### src/rtl/chroni_vram_arbiter_pkg.sv
// Shared requester ids, tag layout and helpers for the chroni VRAM port-B arbiter.
package chroni_vram_arbiter_pkg;

   localparam logic [1:0] REQ_DL     = 2'd0;
   localparam logic [1:0] REQ_TEXT   = 2'd1;
   localparam logic [1:0] REQ_SPRITE = 2'd2;

   localparam int READ_LATENCY_DEF = 2;
   localparam int TAG_ID_W         = 2;

   typedef struct packed {
      logic                valid;
      logic [TAG_ID_W-1:0] id;
   } tag_t;

   function automatic logic [2:0] id2oh(input logic [TAG_ID_W-1:0] id);
      return 3'b001 << id;
   endfunction

endpackage

### src/rtl/chroni_vram_arbiter_if.sv
// Requester and VRAM-side signal bundle of the port-B arbiter.
interface chroni_vram_arbiter_if #(
   parameter int ADDR_W = 17,
   parameter int DATA_W = 8
);
   logic [2:0]        req;
   logic [ADDR_W-1:0] addr0;
   logic [ADDR_W-1:0] addr1;
   logic [ADDR_W-1:0] addr2;
   logic              flush;
   logic [2:0]        gnt;
   logic [2:0]        rvalid;
   logic [DATA_W-1:0] rd_data;
   logic [ADDR_W-1:0] mem_addr;
   logic              mem_rd_en;
   logic [DATA_W-1:0] mem_rd_data;
   logic              busy;

   modport slave (
      input  req, addr0, addr1, addr2, flush, mem_rd_data,
      output gnt, rvalid, rd_data, mem_addr, mem_rd_en, busy
   );

   modport master (
      output req, addr0, addr1, addr2, flush, mem_rd_data,
      input  gnt, rvalid, rd_data, mem_addr, mem_rd_en, busy
   );
endinterface

### src/rtl/chroni_tag_pipe.sv
// Fixed-depth shift register of read tags; the head stage lines up with returning VRAM data.
module chroni_tag_pipe
   import chroni_vram_arbiter_pkg::*;
#(
   parameter int DEPTH = READ_LATENCY_DEF + 1
) (
   input  logic sys_clk,
   input  logic clr,
   input  tag_t push_tag,
   output tag_t head_tag,
   output logic any_valid
);

   tag_t [DEPTH-1:0] stage_q;
   tag_t [DEPTH-1:0] stage_d;

   always_comb begin
      stage_d    = stage_q;
      stage_d[0] = push_tag;
      for (int i = 1; i < DEPTH; i++) begin
         stage_d[i] = stage_q[i-1];
      end
      if (clr) begin
         stage_d = '0;
      end
   end

   always_ff @(posedge sys_clk) begin
      stage_q <= stage_d;
   end

   always_comb begin
      any_valid = 1'b0;
      for (int i = 0; i < DEPTH; i++) begin
         any_valid = any_valid | stage_q[i].valid;
      end
   end

   assign head_tag = stage_q[DEPTH-1];

endmodule

### src/rtl/chroni_vram_arbiter.sv
// Three-way arbiter for chroni VRAM port B: one read per cycle, in-order return routed by tag.
module chroni_vram_arbiter
   import chroni_vram_arbiter_pkg::*;
#(
   parameter int ADDR_W       = 17,
   parameter int DATA_W       = 8,
   parameter int READ_LATENCY = READ_LATENCY_DEF,
   parameter int STARVE_LIMIT = 15
) (
   input  logic                  sys_clk,
   input  logic                  reset,
   chroni_vram_arbiter_if.slave  bus
);

   localparam logic [7:0] STARVE_MAX = 8'(STARVE_LIMIT);

   logic [2:0]        gnt_q, gnt_d;
   logic [2:0]        rvalid_q, rvalid_d;
   logic [ADDR_W-1:0] mem_addr_q, mem_addr_d;
   logic              mem_rd_en_q, mem_rd_en_d;
   logic [DATA_W-1:0] rd_data_q, rd_data_d;
   logic [7:0]        starve_q, starve_d;

   logic [2:0]          eff;
   logic                win_valid;
   logic [TAG_ID_W-1:0] win_id;
   tag_t                push_tag, head_tag;
   logic                tags_busy;

   // A requester granted last cycle is masked so a stale req cannot win twice in a row.
   always_comb begin
      eff       = bus.req & ~gnt_q;
      win_valid = 1'b0;
      win_id    = REQ_DL;
      if (starve_q == STARVE_MAX && eff[REQ_SPRITE]) begin
         win_valid = 1'b1;
         win_id    = REQ_SPRITE;
      end else if (eff[REQ_DL]) begin
         win_valid = 1'b1;
         win_id    = REQ_DL;
      end else if (eff[REQ_TEXT]) begin
         win_valid = 1'b1;
         win_id    = REQ_TEXT;
      end else if (eff[REQ_SPRITE]) begin
         win_valid = 1'b1;
         win_id    = REQ_SPRITE;
      end
   end

   always_comb begin
      gnt_d       = 3'b000;
      mem_rd_en_d = 1'b0;
      mem_addr_d  = mem_addr_q;
      push_tag    = '0;
      if (win_valid && !bus.flush) begin
         gnt_d       = id2oh(win_id);
         mem_rd_en_d = 1'b1;
         push_tag    = '{valid: 1'b1, id: win_id};
         case (win_id)
            REQ_DL:   mem_addr_d = bus.addr0;
            REQ_TEXT: mem_addr_d = bus.addr1;
            default:  mem_addr_d = bus.addr2;
         endcase
      end
   end

   // A tag reaching the head during flush belongs to an aborted read and is dropped.
   always_comb begin
      rvalid_d  = 3'b000;
      rd_data_d = rd_data_q;
      if (head_tag.valid && !bus.flush) begin
         rvalid_d  = id2oh(head_tag.id);
         rd_data_d = bus.mem_rd_data;
      end
   end

   always_comb begin
      starve_d = starve_q;
      if (bus.flush || !bus.req[REQ_SPRITE] || gnt_q[REQ_SPRITE]) begin
         starve_d = 8'd0;
      end else if (!(win_valid && win_id == REQ_SPRITE) && starve_q != STARVE_MAX) begin
         starve_d = starve_q + 8'd1;
      end
   end

   always_ff @(posedge sys_clk) begin
      if (reset) begin
         gnt_q       <= 3'b000;
         rvalid_q    <= 3'b000;
         mem_addr_q  <= '0;
         mem_rd_en_q <= 1'b0;
         rd_data_q   <= '0;
         starve_q    <= 8'd0;
      end else begin
         gnt_q       <= gnt_d;
         rvalid_q    <= rvalid_d;
         mem_addr_q  <= mem_addr_d;
         mem_rd_en_q <= mem_rd_en_d;
         rd_data_q   <= rd_data_d;
         starve_q    <= starve_d;
      end
   end

   chroni_tag_pipe #(
      .DEPTH (READ_LATENCY + 1)
   ) u_tag_pipe (
      .sys_clk   (sys_clk),
      .clr       (reset | bus.flush),
      .push_tag  (push_tag),
      .head_tag  (head_tag),
      .any_valid (tags_busy)
   );

   assign bus.gnt       = gnt_q;
   assign bus.rvalid    = rvalid_q;
   assign bus.rd_data   = rd_data_q;
   assign bus.mem_addr  = mem_addr_q;
   assign bus.mem_rd_en = mem_rd_en_q;
   assign bus.busy      = tags_busy | (|gnt_q);

endmodule

### src/flat_wrapper.sv
// flat-port wrapper written by rule: the top's interface ports become plain ports
module chroni_vram_arbiter_flat import chroni_vram_arbiter_pkg::*;
#(
   parameter int ADDR_W       = 17,
   parameter int DATA_W       = 8,
   parameter int READ_LATENCY = READ_LATENCY_DEF,
   parameter int STARVE_LIMIT = 15
)
  (sys_clk, reset, bus_req, bus_addr0, bus_addr1, bus_addr2, bus_flush, bus_mem_rd_data, bus_gnt, bus_rvalid, bus_rd_data, bus_mem_addr, bus_mem_rd_en, bus_busy);
  chroni_vram_arbiter_if #(.ADDR_W(ADDR_W), .DATA_W(DATA_W)) bus_i ();
  input  logic sys_clk;
  input  logic reset;
  input wire logic [$bits(bus_i.req)-1:0] bus_req;
  input wire logic [$bits(bus_i.addr0)-1:0] bus_addr0;
  input wire logic [$bits(bus_i.addr1)-1:0] bus_addr1;
  input wire logic [$bits(bus_i.addr2)-1:0] bus_addr2;
  input wire logic [$bits(bus_i.flush)-1:0] bus_flush;
  input wire logic [$bits(bus_i.mem_rd_data)-1:0] bus_mem_rd_data;
  output wire logic [$bits(bus_i.gnt)-1:0] bus_gnt;
  output wire logic [$bits(bus_i.rvalid)-1:0] bus_rvalid;
  output wire logic [$bits(bus_i.rd_data)-1:0] bus_rd_data;
  output wire logic [$bits(bus_i.mem_addr)-1:0] bus_mem_addr;
  output wire logic [$bits(bus_i.mem_rd_en)-1:0] bus_mem_rd_en;
  output wire logic [$bits(bus_i.busy)-1:0] bus_busy;
  assign bus_i.req = bus_req;
  assign bus_i.addr0 = bus_addr0;
  assign bus_i.addr1 = bus_addr1;
  assign bus_i.addr2 = bus_addr2;
  assign bus_i.flush = bus_flush;
  assign bus_i.mem_rd_data = bus_mem_rd_data;
  assign bus_gnt = bus_i.gnt;
  assign bus_rvalid = bus_i.rvalid;
  assign bus_rd_data = bus_i.rd_data;
  assign bus_mem_addr = bus_i.mem_addr;
  assign bus_mem_rd_en = bus_i.mem_rd_en;
  assign bus_busy = bus_i.busy;
  chroni_vram_arbiter #(.ADDR_W(ADDR_W), .DATA_W(DATA_W), .READ_LATENCY(READ_LATENCY), .STARVE_LIMIT(STARVE_LIMIT)) u_core (.sys_clk(sys_clk), .reset(reset), .bus(bus_i));
endmodule
### config.mk
export PLATFORM = sky130hd
export DESIGN_NAME = chroni_vram_arbiter_flat
export DESIGN_NICKNAME = d
export VERILOG_FILES = /design/src/rtl/chroni_vram_arbiter_pkg.sv /design/src/rtl/chroni_vram_arbiter_if.sv /design/src/rtl/chroni_tag_pipe.sv /design/src/rtl/chroni_vram_arbiter.sv /design/src/flat_wrapper.sv
export SDC_FILE = /design/constraint.sdc
export NUM_CORES = 1
export LEC_CHECK = 0
export CORE_ASPECT_RATIO = 1.75
export CORE_MARGIN = 3
export CORE_UTILIZATION = 46
export CTS_BUF_LIST = sky130_fd_sc_hd__clkbuf_4
export CTS_CLUSTER_SIZE = 28
export DETAILED_ROUTE_END_ITERATION = 12
export HOLD_SLACK_MARGIN = 0.02
export PLACE_DENSITY = 0.88
export SLEW_MARGIN = 40
export SYNTH_ARGS = -nofsm -noshare
export SYNTH_HDL_FRONTEND = slang
export SYNTH_SLANG_ARGS = --single-unit
### constraint.sdc
create_clock -name sys_clk -period 4.4 [get_ports sys_clk]
set_clock_uncertainty 0.05 [all_clocks]
set_input_delay 0.88 -clock sys_clk [delete_from_list [all_inputs] [get_ports sys_clk]]
set_output_delay 0.88 -clock sys_clk [all_outputs]
set_load 0.01 [all_outputs]
**Word-level counts from Yosys, hierarchy flattened**

Index checks and enable logic that the tools add are counted.

- Input port bits: 65
- Output and inout port bits: 33
- Flip-flop bits (word level): 49
- Word-level logic and storage cells: 54

- Add/sub/neg operators: 1
- Bitwise operators: 8
- Shift-type cells: 2
- Equality and inequality tests: 4
- Muxes and demuxes: 11
- Reduce and logical (&&, ||, !) cells: 16

Operators with widths:

| kind | count |
|---|---|
| $pmux W17 S2 | 1 |
| $add A8 B1 Y8 const B | 1 |
| $eq A8 B4 Y1 const B | 1 |
| $mux W2 | 4 |
| $ne A8 B4 Y1 const B | 1 |
| $reduce_or A2 Y1 | 4 |
| $shl A1 B2 Y3 const A | 2 |
| $logic_and A1 B1 Y1 | 5 |
| $mux W1 | 5 |
| $or A1 B1 Y1 | 4 |
| $and A3 B3 Y3 | 1 |
| $logic_not A1 Y1 | 3 |
| $mux W3 | 1 |
| $not A3 Y3 | 1 |
| $reduce_or A3 Y1 | 1 |
| $eq A2 B1 Y1 const B | 1 |
| $eq A2 B2 Y1 const B | 1 |
| $logic_not A2 Y1 | 1 |
| $logic_or A1 B1 Y1 | 2 |
| $not A1 Y1 | 2 |

**Longest topological paths before layout**

Gate-level depths: netlist of the first run.

- Word-level depth: 10
- Gate-level depth with buffers: 6
- Depth with buffers taken out: 5

**Modules after synthesis**

A second synthesis of the first run with hierarchy kept.

- Cells, all modules: 250
- Area total of the unflattened synthesis: 2277.2 µm²

Modules (own cells, without submodules):

| module | cells each | seq. area each (µm²) | times used | area each (µm²) |
|---|---|---|---|---|
| chroni_vram_arbiter | 228 | 800.8 | 1 | 2011.9 |
| chroni_tag_pipe | 22 | 180.2 | 1 | 265.3 |

**Worst setup path after synthesis of the first run**

Ideal clock, no wire load.

- Kind: input port to flip-flop
- From: input bus_req[0]
- To: register u_core.mem_addr_q[10] (netlist: u_core.bus.mem_addr[10])
- Path slack: 2.225 ns
- Data required time: 4.211 ns
- Stages on the path: 6
- Path buffers: 2
- Setup time: 0.139 ns
- Arrival time: 1.985 ns
- Cells stage by stage: nand2b_1 -> buf_2 -> a22oi_1 -> nor3_1 -> buf_4 -> a222oi_1

- Cells in the longest elaborated chain, start to end: 5
- Elaborated cells between the ends (all ways): 9
- Those cells by class: 1 x eq/ne; 5 x mux; 1 x bitwise; 2 x reduce/logical

RTL lines:

| what | RTL line | RTL |
|---|---|---|
| from (decl) | flat_wrapper.sv:13 | `input wire logic [$bits(bus_i.req)-1:0] bus_req;` |
| $and A3 B3 Y3 (*) | chroni_vram_arbiter.sv:32 | `eff = bus.req & ~gnt_q;` |
| $mux W2 | chroni_vram_arbiter.sv:38 | `end else if (eff[REQ_DL]) begin` |
| $mux W2 | chroni_vram_arbiter.sv:35 | `if (starve_q == STARVE_MAX && eff[REQ_SPRITE]) begin` |
| $eq A2 B1 Y1 / $logic_not A2 Y1 (equally long branches) | chroni_vram_arbiter.sv:59 | `case (win_id)` |
| $pmux W17 S2 | chroni_vram_arbiter.sv:59 |  |
| to (signal assigned) | chroni_vram_arbiter.sv:97 | `mem_addr_q <= mem_addr_d;` |
| to (decl) | chroni_vram_arbiter.sv:19 | `logic [ADDR_W-1:0] mem_addr_q, mem_addr_d;` |

Mark *: on every way between the ends. The rest lies on a longest branch, timed or not.
A chain may end at the register's enable or synchronous reset.

**Final worst setup path of the first run**

- From: input bus_req[1]
- To: register u_core.mem_addr_q[1] (netlist: u_core.bus.mem_addr[1])

- Cells in the longest elaborated chain, start to end: 6
- Elaborated cells between the ends (all ways): 11
- Those cells by class: 1 x eq/ne; 7 x mux; 1 x bitwise; 2 x reduce/logical

RTL lines:

| what | RTL line | RTL |
|---|---|---|
| $and A3 B3 Y3 (*) | chroni_vram_arbiter.sv:32 |  |
| $mux W2 | chroni_vram_arbiter.sv:41 | `end else if (eff[REQ_TEXT]) begin` |
| $mux W2 | chroni_vram_arbiter.sv:38 |  |
| $mux W2 | chroni_vram_arbiter.sv:35 |  |
| $eq A2 B1 Y1 / $logic_not A2 Y1 (equally long branches) | chroni_vram_arbiter.sv:59 |  |
| $pmux W17 S2 | chroni_vram_arbiter.sv:59 |  |

Marks and branches as above.

==> results of run 1 <==
power by group:
part	total, mW	switching (mW)	internal (mW)
Combinational	0.182	0.0711	0.111
Clock	0.266	0.145	0.120
Sequential	0.476	0.0117	0.465
metrics by stage:
stage	utilization	power, mW
after detailed placement	0.7105	0.6670
after CTS	0.7295	0.9314
after global placement	0.7074	0.6602
final	0.7313	0.9239
after global routing	0.7313	0.9686
after floorplan	-	0.5530
critical path, delay by kind of cell:
kind                   cells  cell delay, ns
AND/OR/NAND/NOR            2            0.82
AO/OA/AOI/OAI              1            0.34
buffers and inverters      1            0.48
multiplexers               1            0.23
how the worst max path moves through the flow:
stage                                              from                       to  slack (ns)
after floorplan                              bus_req[0]  u_core.bus.mem_addr[10]        2.23
after global placement                       bus_req[0]   u_core.bus.mem_addr[3]        1.42
after detailed placement                     bus_req[1]   u_core.bus.mem_addr[4]        1.47
after CTS                                    bus_req[1]   u_core.bus.mem_addr[1]        1.87
after global routing      u_core.u_tag_pipe.head_tag[2]                 bus_busy        1.71
final                                        bus_req[1]   u_core.bus.mem_addr[1]        1.84
flip-flops by register name, summed over array words and instances (netlist names):
name / count
u_core.bus.gnt: 3
u_core.bus.mem_addr: 17
u_core.bus.rd_data: 8
u_core.u_tag_pipe.head_tag: 3
u_core.bus.mem_rd_en: 1
u_core.starve_q: 8
u_core.u_tag_pipe.stage_q: 6
u_core.bus.rvalid: 3
final cells by class:
type | count | area share
clock buffers | 5 | 0.01166
clock inverters | 3 | 0.01437
inverters | 21 | 0.02448
multi-input cells | 136 | 0.3190
flip-flops and latches | 49 | 0.3046
well taps | 51 | 0.01981
repair buffers | 99 | 0.3061
per-layer routing:
| metal | GRT usage | part of all wire |
|---|---|---|
| met3 | 0.06233 | 0.075 |
| met2 | 0.4132 | 0.56 |
| met1 | 0.2145 | 0.35 |
| met4 | 0.06576 | 0.013 |
| met5 | 0 | 0 |
Yosys cell counts, types with 2 or more instances:
cell       n
a222oi_1  17
buf_2      2
nor2_1    15
dfxtp_1   49
nor3_1     6
nand2b_1  20
clkbuf_1   6
a21oi_1    5
o31ai_1    3
or4_1      2
mux2i_1   25
nand4_1    2
nor3b_1    2
nand2_1    4
and2_1     6
nor2b_1    4
inv_1     21
o21ai_0    3
nor4_1     2
nand3_1    5
kinds of logic after synthesis:
| kind of cell | after synthesis | share of synthesized area |
|---|---|---|
| buffers and inverters | 31 | 0.06176 |
| xor gates and xnor gates | 2 | 0.008315 |
| AOI/OAI and AO/OA | 34 | 0.1366 |
| adders and majority gates | 1 | 0.005937 |
| DFF | 49 | 0.4656 |
| muxes | 25 | 0.1188 |
| and+or+nand+nor | 74 | 0.2031 |
==> key figures, run 1 <==
Timing
  – Fin. max-slew vios: 0
  – RSZ-0062 raised after global routing: false
  – Tmin final: between 2 and 3 ns
  – Max Fclk: 0.3914 GHz
  – Final Hold Vio Count: 0
  – Worst Tran Pin Value: 0.7778 ns
  – Worst setup slack after layout: approximately 1.8 ns
  – Tcrit/Tclk final: 0.5807
  – Final setup fails: 0
  – Worst hold slack: 0.4015 ns
  – Slew HR: 0.4798
  – Setup_tns: 0 ns

Clock tree
  – CTS tree: done
  – Max Root-Sink Buffers: 2
  – Clk_lat worst skew: 0.37 ns
  – Num CTS Buffers: 5
  – Hold Buf Count CTS: 0
  – CTS sink count: 49
  – Cts repair resizes: 0
  – Clock Tree Root: clkbuf_4
  – Post-CTS Setup Inserts: 0
  – Clk pin slew, worst setup/hold paths: 0.15 ns
  – H-tree levels: 2

GRT
  – Largest net degree at the start of global routing: 29
  – Final global-route overflow total: 0
  – Initial antenna violation count: 0
  – First-pass GRT wire length: 9059 um
  – Overall Global Routing Usage: 0.2139
  – Number of global-route vias before repair: 1986

Worst setup path
  – Biggest cell delay along the critical path: 0.48 ns
  – Worst endpoint required time: 4.61 ns
  – Critical R2R Launch: u_core.starve_q[0]
  – Slowest library cell on the worst path: clkdlybuf4s50_1
  – Crit-path cells: clkdlybuf4s50_1, nor2b_1, nand2_2, mux2i_1, a222oi_1
  – Crit path kind: in2reg
  – Startpoint Class: primary input
  – R2R depth: 5
  – Worst EP arrival: roughly 2.8 ns
  – Critical Path Fanout Max: 19
  – CP Capture Type: register
  – Register-to-register setup slack: 2.36 ns
  – Worst r2r dst: u_core.bus.mem_addr[1]

Die
  – Ports: 98
  – FP Rows: 32
  – Die W: approximately 57 um
  – Chip height: 95.53 um
  – Initial Utilization: 0.4784
  – Die ar.: approximately 5500 um^2
  – Core area: about 4400 um^2

Synthesis
  – Fraction of synthesis flops using an asynchronous set or reset pin: 0
  – Syn_area_per_cell: ~9.8 um^2
  – Cells after Synth: 216
  – Yosys top cell by area: dfxtp_1
  – Warnings from Yosys: 0
  – Syn Nets: 282
  – Synth Cell Area: 2107 um^2
  – Yosys reg bits: a little under 50
  – Post-synth EDFFs: 0
  – Synth top area share: 0.4656
  – Synth Flop Type: dfxtp_1
  – Proportion of synthesized chip area in sequential cells: 0.4656
  – Synth cell types: 37
  – Top cells by area, synth: dfxtp_1 47%, mux2i_1 12%, a222oi_1 8.1%

Finish
  – Share of cells above drive strength 1: 0.06070
  – Design area: 3221 um^2
  – Register area: 980.9 um^2
  – Fill count: 352
  – Diode count: 0
  – Multi-input logic area: 1027 um^2
  – Commonest non-fill, non-tap cell in the layout: clkdlybuf4s50_1
  – # nets final: between 300 and 400
  – Final cell count without fillers: 364
  – Most frequent cells in the layout: 97 x clkdlybuf4s50_1, 49 x dfxtp_1, 25 x mux2i_1
  – Area growth, synth to finish: 52.85%

Placed design
  – Placed insts: 356
  – HPWL after DPL: between 4000 and 5000 um
  – I/O Buffers: 97
  – Post-Place Setup Slack: ~1.5 ns
  – Final Wtd Congestion: about 0.87
  – Area after DPL: about 3100 um^2

Drt
  – Via/cell ratio: 5.497
  – Final WL: 5728 um
  – Via count: approximately 2000
  – Iter 0 DRT Violations: ~90
  – Routed Antenna Nets: 0
  – Number of detailed-route iterations in the first pass: 6
  – DR WL/cell: ~16 um
  – # DRC: 0

Pwr
  – Max rail drop VDD: 284.5 uV
  – Leakage: 1.322 nW
  – Pwr/cell area: 286.9 nW/um^2

Job
  – Maxcap violations: 0

Min path
  – HP Start: u_core.u_tag_pipe.stage_q[3]
  – Hold worst-path end: u_core.u_tag_pipe.head_tag[0]
  – Hold Path Stages: 1
  – Hold Path Class: reg2reg

Status
  – Status: completed
(Power assumes the default switching activity.)
==> run 2, diff against run 1 <==
- CORE_UTILIZATION: 46 -> 42
- PLACE_DENSITY: 0.88 -> 0.82
- clock period: 4.4 -> 2.4 ns (I/O delays scaled with it)
==> run 2 against run 1 <==
  * First-iteration DRC count is 13% lower
  * Count of clock-buffer cells in the layout unchanged
  * Core utilization down 4.1 points
  * Clock power grew 43%
  * Die area is 8.7% higher
  * Sequential power is 83% higher
  * Final cell count rose by 3.0%
  * Worst setup slack worse by 1.5 ns
  * Worst hold slack worse by 0.0068 ns
==> key figures, run 2 (synthesis results as in run 1) <==
Die
  – FP Rows: 33
  – Initial Utilization: 0.4437
  – Core area: approximately 4700 um^2
  – Die W: 59.54 um
  – Die ar.: 5936 um^2
  – Chip height: 99.70 um
  – Ports: 98

Timing
  – Final Hold Vio Count: 0
  – Fin. max-slew vios: 0
  – Worst hold slack: 0.3947 ns
  – Max Fclk: roughly 0.48 GHz
  – Final setup fails: 0
  – Slew HR: 0.4804
  – Tcrit/Tclk final: 0.8657
  – Tmin final: 2.078 ns
  – Worst Tran Pin Value: roughly 0.8 ns
  – RSZ-0062 raised after global routing: false

GRT
  – Largest net degree at the start of global routing: 28
  – Initial antenna violation count: 0
  – First-pass GRT wire length: 9259 um
  – Overall Global Routing Usage: 0.2022
  – Final global-route overflow total: 0
  – Number of global-route vias before repair: between 2000 and 2500

Pwr
  – Max rail drop VDD: 379.8 uV
  – Pwr/cell area: 486.7 nW/um^2
  – Leakage: 1.356 nW

Clock tree
  – Post-CTS Setup Inserts: 0
  – CTS tree: done
  – Clk pin slew, worst setup/hold paths: 0.14 ns
  – Num CTS Buffers: 5
  – Hold Buf Count CTS: 0
  – Max Root-Sink Buffers: 2
  – Clk_lat worst skew: ~0.36 ns
  – Clock Tree Root: clkbuf_4
  – CTS sink count: 49
  – H-tree levels: 2
  – Cts repair resizes: 0

Drt
  – Routed Antenna Nets: 0
  – Iter 0 DRT Violations: 80
  – # DRC: 0
  – DR WL/cell: 15.14 um
  – Final WL: 5676 um
  – Number of detailed-route iterations in the first pass: 5
  – Via count: 2017
  – Via/cell ratio: 5.379

Finish
  – Fill count: 392
  – Final core utilization: 0.6901
  – Commonest non-fill, non-tap cell in the layout: clkdlybuf4s50_1
  – Most frequent cells in the layout: 97 x clkdlybuf4s50_1, 49 x dfxtp_1, 25 x mux2i_1
  – Final cell count without fillers: 375
  – Max reg flops: 17
  – # nets final: 388
  – Area growth, synth to finish: 55.52%
  – Share of cells above drive strength 1: 0.08669
  – Diode count: 0

Min path
  – Hold Path Class: reg2reg

Worst setup path
  – Crit path kind: reg2out
  – CP Capture Type: primary output
  – Critical Path Fanout Max: 4
  – Worst endpoint required time: 1.87 ns
  – Worst EP arrival: 1.55 ns
  – Startpoint Class: register

Placed design
  – HPWL after DPL: between 4000 and 5000 um
  – Placed insts: ~370
  – Final Wtd Congestion: roughly 0.82
  – I/O Buffers: 97

Status
  – Status: completed

Job
  – Maxcap violations: 0
run 2: cell types whose count changed in the layout (fill, tap and decap cells not counted), sizes merged:
cell      change
buf          +10
bufinv        -1
clkinv        -1
clkinvlp      +2
run 2: critical path: stages (launching register included):
cell and delay, ns:
dfxtp_1 0.36, nor4_1 0.26, nand2_1 0.08, clkdlybuf4s50_1 0.48
run 2: power by group:
part	internal (mW)	switching, mW
sequential	0.852	0.0202
clock	0.113	0.267
combinational	0.214	0.129
run 2: per-stage QoR:
stage	setup slack (ns)	total power, mW	area, um^2	TNS, ns
2_1_floorplan	0.5760	1.014	2107	0
3_3_place_gp	-0.07664	1.227	3204	-1.268
3_5_place_dp	0.04357	1.234	3212	0
4_1_cts	0.2897	1.617	3272	0
5_1_grt	0.1239	1.673	3277	0
6_report	0.3224	1.595	3277	0
run 2: worst paths after layout:
kind / slack (ns) / cells past startpoint / start / endpoint
worst max-delay path: 0.32 / 3 / u_core.bus.gnt[2] / bus_busy
worst min-delay path: 0.39 / 1 / u_core.u_tag_pipe.stage_q[4] / u_core.u_tag_pipe.head_tag[1]
worst max register to register: 0.48 / 5 / u_core.starve_q[0] / u_core.bus.mem_addr[12]
worst min register to register: 0.39 / 1 / u_core.u_tag_pipe.stage_q[4] / u_core.u_tag_pipe.head_tag[1]
run 2: layout make-up:
type,instances,area [um^2],area share
timing repair buffer,109,1074,0.3276
tap,52,65.06,0.01985
clock buffer,5,37.54,0.01145
sequential,49,980.9,0.2994
inverter,21,78.83,0.02406
clock inverter,3,22.52,0.006873
multi-input combinational,136,1018,0.3108
run 2: layer usage:
layer / vias up / part of all wire / GRT usage
met5: - / 0 / 0
met4: 0 / 0.022 / 0.07679
met2: 88 / 0.56 / 0.3825
met3: 11 / 0.075 / 0.05065
met1: 927 / 0.34 / 0.2000
li1: 991 / - / -
==> run 3, diff against run 2 <==
- GPL_ROUTABILITY_DRIVEN: unset -> 0
- SETUP_SLACK_MARGIN: unset -> 0.3
==> run 3 against run 2 <==
  * Sequential cell count unchanged
  * First-iteration DRC count unchanged
  * Worst setup slack improved by 0.14 ns
  * Power about the same
  * Highest routed layer unchanged
  * Critical path depth increased by 2
  * Largest cell class unchanged
  * Clock power about the same
  * Die area unchanged
==> key figures, run 3 (synthesis results as in run 1) <==
Finish
  – Most frequent cells in the layout: 96 x clkdlybuf4s50_1, 49 x dfxtp_1, 25 x mux2i_1
  – Diode count: 0
  – # nets final: 388
  – Share of cells above drive strength 1: 0.08669
  – Commonest non-fill, non-tap cell in the layout: clkdlybuf4s50_1
  – Area growth, synth to finish: 55.46%
  – Max reg flops: 17
  – Final cell count without fillers: 375
  – Fill count: 393

Timing
  – Tmin final: 1.935 ns
  – Worst setup slack after layout: approximately 0.46 ns
  – Setup_tns: 0 ns
  – Fin. max-slew vios: 0
  – Worst Tran Pin Value: 0.7637 ns
  – Final Hold Vio Count: 0
  – RSZ-0062 raised after global routing: false
  – Final setup fails: 0
  – Slew HR: 0.4892
  – Tcrit/Tclk final: 0.8064
  – Max Fclk: 0.5167 GHz

GRT
  – Largest net degree at the start of global routing: 28
  – First-pass GRT wire length: just over 9000 um
  – Final global-route overflow total: 0
  – Number of global-route vias before repair: 2042
  – Initial antenna violation count: 0
  – Overall Global Routing Usage: 0.2022

Die
  – Chip height: between 90 and 100 um
  – Die ar.: between 5000 and 6000 um^2
  – Core area: 4748 um^2
  – FP Rows: 33
  – Ports: 98
  – Die W: 59.54 um
  – Initial Utilization: 0.4437

Worst setup path
  – Crit path kind: in2reg
  – Register-to-register setup slack: 0.49 ns
  – CP Capture Type: register
  – Worst EP arrival: approximately 2.2 ns
  – Worst endpoint required time: between 2 and 3 ns
  – Critical Path Fanout Max: 10
  – Startpoint Class: primary input

Clock tree
  – Clk_lat worst skew: 0.36 ns
  – Max Root-Sink Buffers: 2
  – H-tree levels: 2
  – Hold Buf Count CTS: 0
  – CTS tree: done
  – Num CTS Buffers: 5
  – Clock Tree Root: clkbuf_4
  – Clk pin slew, worst setup/hold paths: about 0.14 ns
  – CTS sink count: 49

Drt
  – # DRC: 0
  – Via count: between 2000 and 2500
  – Routed Antenna Nets: 0
  – Via/cell ratio: 5.384
  – Number of detailed-route iterations in the first pass: 5
  – DR WL/cell: 15.17 um
  – Final WL: 5689 um
  – Iter 0 DRT Violations: 80

Pwr
  – Max rail drop VDD: 380.5 uV
  – Pwr/cell area: 486.5 nW/um^2
  – Leakage: around 1.4 nW
  – Power, Total: 1.593 mW

Placed design
  – HPWL after DPL: between 4000 and 5000 um
  – Placed insts: between 300 and 400
  – I/O Buffers: 97
  – Post-Place Setup Slack: 0.04357 ns

Job
  – Maxcap violations: 0

Min path
  – Hold Path Class: reg2reg

Status
  – Status: completed
-- run 3: critical path: stages --
cell	delay (ns)
clkdlybuf4s50_1	0.47
nor2b_1	0.35
nor3_2	0.17
or4_1	0.55
a21oi_1	0.17
-- run 3: worst paths after layout --
check,to,cells past startpoint,start
max,u_core.starve_q[3],5,bus_req[0]
min,u_core.u_tag_pipe.head_tag[1],1,u_core.u_tag_pipe.stage_q[4]
max reg2reg,u_core.bus.mem_addr[12],5,u_core.starve_q[0]
min reg2reg,u_core.u_tag_pipe.head_tag[1],1,u_core.u_tag_pipe.stage_q[4]
-- run 3: through the flow --
step	hold WS, ns	instance area [um^2]	util
4_1_cts	0.3912	3271	0.6888
5_1_grt	0.3944	3276	0.6899
3_3_place_gp	0.3621	3204	0.6748
3_5_place_dp	0.3633	3212	0.6764
6_report	0.3955	3276	0.6899
2_1_floorplan	0.3557	2107	-
-- run 3: timing repair --
| item | in CTS | in global routing |
|---|---|---|
| gates resized for setup | 1 | 0 |
| setup buffers | 0 | 0 |
| endpoints found under the setup margin | 1 | 0 |
-- run 3: report_power, final --
part	internal [mW]	switching [mW]	total, mW
logic	0.213	0.129	0.341
clock network	0.113	0.267	0.381
registers	0.852	0.0202	0.872
total	1.18	0.416	1.59
-- run 3: area by class of cell --
| cell class | count | area, um^2 | share of cell area |
|---|---|---|---|
| Timing Repair Buffer | 109 | 1072 | 0.3273 |
| Sequential cell | 49 | 980.9 | 0.2995 |
| Clock inverter | 3 | 22.52 | 0.006875 |
| Inverter | 21 | 78.83 | 0.02406 |
| Tap cell | 52 | 65.06 | 0.01986 |
| Clock buffer | 5 | 37.54 | 0.01146 |
| Multi-Input combinational cell | 136 | 1018 | 0.3109 |
-- run 3: per-layer routing --
metal	up-vias	GRT usage	share of wire
met5	-	0	0
met3	11	0.05065	0.075
li1	991	-	-
met4	0	0.07679	0.022
met2	88	0.3825	0.56
met1	929	0.2000	0.35
